<file path="config.mk">
export PLATFORM = sky130hd
export DESIGN_NAME = combination_lock_param
export DESIGN_NICKNAME = d
export VERILOG_FILES = /design/src/rtl/combination_lock_pkg.sv /design/src/rtl/button_edge_detect.sv /design/src/rtl/combination_lock_param.sv
export SDC_FILE = /design/constraint.sdc
export NUM_CORES = 1
export LEC_CHECK = 0
export ABC_AREA = 1
export BUFFER_PORTS_ARGS = -buffer_cell sky130_fd_sc_hd__buf_4
export CORE_ASPECT_RATIO = 0.9
export CORE_MARGIN = 1
export CORE_UTILIZATION = 38
export CTS_BUF_LIST = sky130_fd_sc_hd__clkbuf_8
export DETAILED_ROUTE_END_ITERATION = 6
export GPL_TIMING_DRIVEN = 0
export PLACE_DENSITY = 0.63
export SLEW_MARGIN = 20
export SYNTH_ARGS = -nofsm -noshare
export SYNTH_HDL_FRONTEND = slang
export SYNTH_SLANG_ARGS = --single-unit
</file>
<file path="constraint.sdc">
create_clock -name Clk -period 2.5 [get_ports Clk]
set_clock_uncertainty 0.15 [all_clocks]
set_input_delay 0.375 -clock Clk [delete_from_list [all_inputs] [get_ports Clk]]
set_output_delay 0.375 -clock Clk [all_outputs]
set_load 0.005 [all_outputs]
</file>
<file path="src/rtl/combination_lock_pkg.sv">
// Shared definitions for the combination lock: state encodings and the
// helper that extracts one digit from a packed code word.
package combination_lock_pkg;

  typedef enum logic [1:0] {
    S_ENTRY    = 2'b00,
    S_UNLOCKED = 2'b01,
    S_PROGRAM  = 2'b10,
    S_LOCKOUT  = 2'b11
  } state_t;

  localparam int unsigned CODE_MAX_W = 256;

  // Returns digit idx (dw bits wide, zero-extended) of a packed code word.
  function automatic logic [31:0] digit_slice(input logic [CODE_MAX_W-1:0] code,
                                              input int unsigned idx,
                                              input int unsigned dw);
    logic [CODE_MAX_W-1:0] sh;
    sh = code >> (idx * dw);
    return sh[31:0] & ~(32'hFFFF_FFFF << dw);
  endfunction

endpackage

</file>
<file path="src/rtl/button_edge_detect.sv">
// Rising-edge detector for a Clk-synchronous key level. History resets to 1
// so a key already held when reset releases does not count as a press.
module button_edge_detect (
  input  logic Clk,
  input  logic Reset_n,
  input  logic in,
  output logic pulse
);

  logic prev_q;
  logic prev_d;

  assign prev_d = in;
  assign pulse  = in & ~prev_q;

  always_ff @(posedge Clk or negedge Reset_n) begin
    if (!Reset_n) prev_q <= 1'b1;
    else          prev_q <= prev_d;
  end

endmodule

</file>
<file path="src/rtl/combination_lock_param.sv">
// Sequential combination lock with programmable code, wrong-attempt lockout
// and auto-relock timeout. One digit is taken per Enter press.
module combination_lock_param
  import combination_lock_pkg::*;
#(
  parameter int SEQ_LEN        = 3,
  parameter int DIGIT_W        = 4,
  parameter logic [SEQ_LEN*DIGIT_W-1:0] DEFAULT_CODE = 12'h97D,
  parameter int MAX_FAILS      = 3,
  parameter int UNLOCK_CYCLES  = 20,
  parameter int LOCKOUT_CYCLES = 50,
  parameter int LOCK_W         = 4
) (
  input  logic                           Clk,
  input  logic                           Reset_n,
  input  logic                           Enter,
  input  logic [DIGIT_W-1:0]             Digit,
  input  logic                           Prog,
  input  logic                           Relock,
  output logic [1:0]                     state,
  output logic [LOCK_W-1:0]              Lock,
  output logic                           Lockout,
  output logic [$clog2(SEQ_LEN+1)-1:0]   DigitIdx,
  output logic [$clog2(MAX_FAILS+1)-1:0] FailCnt
);

  localparam int CW   = SEQ_LEN * DIGIT_W;
  localparam int IW   = $clog2(SEQ_LEN + 1);
  localparam int FW   = $clog2(MAX_FAILS + 1);
  localparam int TMAX = (UNLOCK_CYCLES > LOCKOUT_CYCLES) ? UNLOCK_CYCLES : LOCKOUT_CYCLES;
  localparam int TW   = (TMAX > 1) ? $clog2(TMAX) : 1;
  localparam logic [IW-1:0] LAST_IDX = IW'(SEQ_LEN - 1);

  state_t          state_q, state_d;
  logic [CW-1:0]   code_q, code_d;
  logic [CW-1:0]   shadow_q, shadow_d;
  logic [IW-1:0]   idx_q, idx_d;
  logic [FW-1:0]   fail_q, fail_d;
  logic [TW-1:0]   tmr_q, tmr_d;
  logic            mis_q, mis_d;

  logic               press;
  logic [DIGIT_W-1:0] code_dig;
  logic               digit_ne;
  logic [TW-1:0]      tmr_inc;
  logic               unlock_to;

  button_edge_detect u_edge (
    .Clk     (Clk),
    .Reset_n (Reset_n),
    .in      (Enter),
    .pulse   (press)
  );

  assign code_dig  = DIGIT_W'(digit_slice(CODE_MAX_W'(code_q), 32'(idx_q), DIGIT_W));
  assign digit_ne  = (Digit != code_dig);
  assign tmr_inc   = (tmr_q == '1) ? tmr_q : tmr_q + TW'(1);
  assign unlock_to = (tmr_q == TW'(UNLOCK_CYCLES - 1));

  always_comb begin
    state_d  = state_q;
    code_d   = code_q;
    shadow_d = shadow_q;
    idx_d    = idx_q;
    fail_d   = fail_q;
    tmr_d    = tmr_q;
    mis_d    = mis_q;
    case (state_q)
      S_ENTRY: begin
        if (press) begin
          if (idx_q == LAST_IDX) begin
            // All digits are taken before judging, so timing leaks nothing.
            if (mis_q || digit_ne) begin
              fail_d = fail_q + FW'(1);
              if (fail_q == FW'(MAX_FAILS - 1)) state_d = S_LOCKOUT;
            end else begin
              fail_d  = '0;
              state_d = S_UNLOCKED;
            end
            idx_d = '0;
            mis_d = 1'b0;
            tmr_d = '0;
          end else begin
            idx_d = idx_q + IW'(1);
            mis_d = mis_q | digit_ne;
          end
        end
      end
      S_UNLOCKED: begin
        tmr_d = tmr_inc;
        if (Relock || unlock_to) state_d = S_ENTRY;
        else if (press && Prog)  state_d = S_PROGRAM;
      end
      S_PROGRAM: begin
        tmr_d = tmr_inc;
        if (Relock || unlock_to) begin
          state_d = S_ENTRY;
        end else if (press) begin
          for (int i = 0; i < SEQ_LEN; i++)
            if (idx_q == IW'(i)) shadow_d[i*DIGIT_W +: DIGIT_W] = Digit;
          if (idx_q == LAST_IDX) begin
            code_d  = shadow_d;
            state_d = S_ENTRY;
          end else begin
            idx_d = idx_q + IW'(1);
          end
        end
      end
      default: begin
        tmr_d = tmr_inc;
        if (tmr_q == TW'(LOCKOUT_CYCLES - 1)) begin
          state_d = S_ENTRY;
          fail_d  = '0;
        end
      end
    endcase
    if (state_d != state_q) begin
      idx_d = '0;
      mis_d = 1'b0;
      tmr_d = '0;
    end
  end

  always_ff @(posedge Clk or negedge Reset_n) begin
    if (!Reset_n) begin
      state_q  <= S_ENTRY;
      code_q   <= DEFAULT_CODE;
      shadow_q <= DEFAULT_CODE;
      idx_q    <= '0;
      fail_q   <= '0;
      tmr_q    <= '0;
      mis_q    <= 1'b0;
    end else begin
      state_q  <= state_d;
      code_q   <= code_d;
      shadow_q <= shadow_d;
      idx_q    <= idx_d;
      fail_q   <= fail_d;
      tmr_q    <= tmr_d;
      mis_q    <= mis_d;
    end
  end

  assign state    = state_q;
  assign Lock     = (state_q == S_UNLOCKED) ? '1 : '0;
  assign Lockout  = (state_q == S_LOCKOUT);
  assign DigitIdx = idx_q;
  assign FailCnt  = fail_q;

endmodule

</file>
* Word level (Yosys, flattened, before mapping) *
Index checks and enable logic that the tools add are counted.

word-level totals
  register bits = 38
  bits of input ports = 9
  output and inout port bits = 11
  word-level logic and storage cells = 88

operators by class
  add/sub/neg operators = 3
  eq/ne operators = 19
  shift-type cells = 1
  mux-type cells = 36
  bitwise operators = 5
  reduce and logical (&&, ||, !) cells = 16

operators by type and width
  operator                                                         number
  2-bit 2-to-1 mux                                                 20
  6-bit 2-to-1 mux                                                 5
  4-bit 2-to-1 mux                                                 4
  3-bit != test, second input constant                             5
  6-bit == test, second input constant                             2
  12-bit by 4-bit right shift with 4-bit output                    1
  2-bit == test, second input constant                             4
  2-bit one-hot mux with 2 select lines                            2
  4-bit AND reduction                                              2
  6-bit by 1-bit adder with 6-bit output, second input constant    1
  6-bit by 5-bit == test with 1-bit output, second input constant  1
  2-bit one-hot mux with 3 select lines                            1
  3-bit AND reduction                                              2
  2-bit nonzero test                                               3
  5-bit AND reduction                                              1
  2-bit by 1-bit adder with 2-bit output, second input constant    2
  2-bit by 1-bit == test with 1-bit output, second input constant  2
  2-bit zero test                                                  2
  1-bit 2-to-1 mux                                                 4
  2-bit != test, second input constant                             2
  4-bit != test                                                    1
  3-bit by 1-bit != test with 1-bit output, second input constant  1
  1-bit inverter                                                   3
  3-bit nonzero test                                               1
  7 further kinds                                                  8

* Longest topological paths before layout *
  word-level depth = 10
  mapped depth = 17
  mapped depth without buffers = 16

* By module *
Synthesis repeated with hierarchy kept, for this count alone.

unflattened totals
  cells, all modules = 296
  area, all modules = 2207.1 um^2

by module, submodules not included
  module                  times used  cells each  area each (um^2)  seq. area each (um^2)
  combination_lock_param  1           293         2170.8            843.3
  button_edge_detect      1           3           36.3              26.3

* Worst setup path before layout *
Ideal clock, no wire load.

  path kind = reg2reg
  start point = reg state_q[0] (netlist: state[0])
  end point = reg code_q[1]
  library setup time = 0.117 ns
  arrival time = 1.710 ns
  data required time = 2.233 ns
  path slack = 0.523 ns
  stages on the path, launching flop included = 11
  path buffers = 1
  clock period less this slack = 1.977 ns
  cell sequence = dfrtp_1 -> inv_1 -> ha_1 -> inv_1 -> nor3_2 -> inv_1 -> nor2_1 -> inv_2 -> clkbuf_1 -> nand2_1 -> nand2_1

on the way
  cells in the longest elaborated chain, start to end = 2

ends and longest elaborated chain
  element                               line                           text
  start, declared                       combination_lock_param.sv:34   state_t state_q, state_d;
  start signal, assigned                combination_lock_param.sv:134  state_q <= state_d;
  2-bit == test                         combination_lock_param.sv:68   case (state_q)
  4-bit AND reduction (no source line)  --
  end signal, assigned                  combination_lock_param.sv:135  code_q <= code_d;
  end, declared                         combination_lock_param.sv:35   logic [CW-1:0] code_q, code_d;

No other way between the ends.
A chain may end at the register's enable or synchronous reset.

* Worst setup path in the final report *
  start point = reg state_q[0] (netlist: state[0])
  end point = reg code_q[9]

The elaborated chain is that of the path after synthesis.

==> results.toml <==
[die]
die_h_um = 74.22
die_w_um = 82.24
design.die.area_um2 = 6104
core_area_um2 = 5411
ios = 20
start_util_pct = 40.69
fp-row-count = 25

[cts]
root_buffer = "clkbuf_8"
cts_tree = "yes"
h-tree-depth = 2
clk_latency_ns = 0.28
cts.clk_slew.worst_paths_ns = 0.07
clock-sinks = 34
postCtsSetupBuffers = 0
cts_buffer_depth = 2
cts_buffers = 5

[layout]
regArea_um2 = 869.6
diodes = 0
drive_above_1_share_pct = 26.58
layout.nets = 331
multi_input_area_um2 = 1114
fill_cells = 546
final_util_pct = 46.91
areaGrowthSynthToFinish_pct = 15.28

[run]
cap_violations = 0

[global_route]
grt_pass1_wl_mm = 7.859
overflow = 0
grt_max_degree = 35
grt_usage_pct = 17.09
antenna_found_initial = 0
grt_pass1_vias = 1756

[critical_path]
worstSetupStartpoint = "state[0]$_DFF_PN0_"
critical_path.max_fanout = 7
cpMaxStageDelayCell = "dfrtp_1"
cpPeakStageDelay_ns = 0.48
cp_cell_sequence = "inv_1 > ha_1 > inv_1 > nor3_4 > inv_2 > nor2_2 > inv_2 > clkbuf_1 > nand2_1 > nand2_1"
cp.depth = 10
cp.required_ns = 2.53
critPathTopFamily = "buffers and inverters"
cp.arrival_ns = 2.29
reg2reg_depth = 10
critical_path_class = "flip-flop to flip-flop"
rr_startpoint = "state[0]$_DFF_PN0_"
endpoint_kind = "flip-flop"
rr_endpoint = "code_q[9]$_DFFE_PN0P_"
start_kind = "flip-flop"
rrSetupSlack_ns = 0.24
cp-endpoint = "code_q[9]$_DFFE_PN0P_"
crit_buf_inv = 5

[synth]
syn_area_um2 = 2202
synth-adder-area-share_pct = 3.977
async_flop_share_pct = 100.0
synth_top_family_by_area = "simple AND/OR/NAND/NOR gates"
syn_inst = 288
yosys_warnings = 0
synth-compound-area-share_pct = 8.580
synthMostInstantiatedCell = "nand2_1"
synth_edf_count = 0
yosysUniqueCellTypes = 32
synth_top_area_share_pct = 21.59
ys_seq_elements = 34
synthXorXnorAreaFrac_pct = 1.591
synth_top_area_cell = "dfrtp_1"
synth_nets = 304
synth-simple-area-share_pct = 35.57
synth_ff_type = "dfrtp_1"
yosys-top-cells-area = "dfrtp_1 (22%), dfstp_2 (18%), nand2_1 (15%)"
syn_area_per_cell_um2 = 7.646
synthMuxAreaShare_pct = 0.4545
ys_top_cells_by_count = "nand2_1 (90), inv_1 (36), o21ai_0 (22), dfrtp_1 (19)"
ys_seq_area_share_pct = 39.49

[pwr]
total_leakage_power_nw = 1.332
finalPower_mw = 2.324
cellPowerDensity_nw_per_um2 = 915.6
ir_drop_v = 0.0004829

[route]
ant_nets = 0
routed_via_density = 4.937
drt_iter0_markers = 82
drc_errors = 0
drt-pass1-iter-count = 4
wl_per_cell_um = 12.05
vias = 1891
drt_wl_total_mm = 4.614

[timing]
rsz0062_at_grt = "no"
setup_tns_ns = 0
min_period_ns = 2.263
hold_viol = 0
setup_viol = 0
final_max_slew_viol_count = 0
slew_headroom_pct = 69.99
worst_pin_slew_ns = 0.4501
finalCritPeriodShare_pct = 90.53
max_freq_mhz = 441.8

[placement]
place_congestion = 0.8324
port_buffers = 19
dpl.hpwl_mm = 3.453

[outcome]
status = "finished, final reports clean"

[worst_hold_path]
min_path_type = "input port to flip-flop"
-- layout make-up --
type	instances	area share, %
plain buffers	9	2.711
clock buffers	6	3.253
clock inverters	2	0.3450
inverters	41	6.259
multi-input cells	204	43.86
flip-flops and latches	34	34.25
well taps	67	3.302
repair buffers	20	6.013
-- worst min-delay path by stage --
stage	startpoint	to	slack (ns)	cells after the start
2_1_floorplan	Reset_n	DigitIdx[0]$_DFFE_PN0P_	-0.07	0
3_3_place_gp	Reset_n	shadow_q[1]$_DFFE_PN0P_	0.20	1
3_5_place_dp	Reset_n	shadow_q[1]$_DFFE_PN0P_	0.20	1
4_1_cts	Enter	u_edge.prev_q$_DFF_PN1_	0.05	1
5_1_grt	Enter	u_edge.prev_q$_DFF_PN1_	0.04	1
6_report	Enter	u_edge.prev_q$_DFF_PN1_	0.06	1
-- report_power, final --
part / leakage, nW / internal (mW) / switching, mW
Combinational: 0.873 / 0.416 / 0.685
Clock: 0.0524 / 0.218 / 0.201
Sequential: 0.406 / 0.713 / 0.0913
Total: 1.33 / 1.35 / 0.978
-- sequential cells by signal, summed over array words and instances, names as in the netlist --
register and count:
DigitIdx 2, u_edge.prev_q 1, code_q 12, state 2, FailCnt 2, mis_q 1, shadow_q 8, tmr_q 6
-- cells by family after synthesis --
| group | Yosys count |
|---|---|
| AO/OA/AOI/OAI | 35 |
| AND/OR/NAND/NOR | 157 |
| buffers and inverters | 50 |
| adder cells (fa/ha/maj) | 7 |
| XOR/XNOR | 4 |
| multiplexers | 1 |
| flip-flops | 34 |
-- through the flow --
step	std cells	worst slack [ns]	hold slack, ns	instance area (um2)
finish	383	0.2368	0.05711	2539
global route	383	0.03520	0.03891	2539
CTS	383	0.09915	0.05008	2536
detailed placement	374	-0.002782	0.2024	2429
global placement	374	-0.02092	0.2037	2429
floorplan	288	0.5229	-0.07059	2202
-- worst reg2reg max path: stages, from the launching register on --
cell      delay [ns]
dfrtp_1         0.48
inv_1           0.16
ha_1            0.22
inv_1           0.09
nor3_4          0.33
inv_2           0.13
nor2_2          0.16
inv_2           0.10
clkbuf_1        0.20
nand2_1         0.10
nand2_1         0.04
-- cell usage in the layout, fill, tap and decap left out, types with 2 or more instances in the layout --
cell type	count
clkbuf_8	6
dfstp_2	15
nand2_4	4
o21ai_0	22
a21oi_1	7
nand3_1	15
clkbuf_1	2
inv_1	36
buf_4	22
dfrtp_1	19
inv_4	2
inv_2	4
nor2_1	12
nand2_1	90
nand3_2	4
nand4_1	12
nor2_2	6
nor2_4	3
buf_6	3
ha_1	7
xor2_1	4
nand2_2	7
-- metal layers --
layer	track usage (%)	share of wire (%)	vias to the layer above
li1	-	-	966
met1	22.62	49	880
met2	27.64	45	38
met3	4.294	4.2	7
met4	4.678	1.0	0
met5	0	0	-
-- timing repair --
action                     4_1_cts  5_1_grt
hold buffers                     1        0
setup endpoints to repair        2        7
pin swaps                        0        0
hold endpoints to repair        19        0
cloned                           0        0
resized for setup                1        2
No activity file was read; power rests on OpenSTA's default activity.
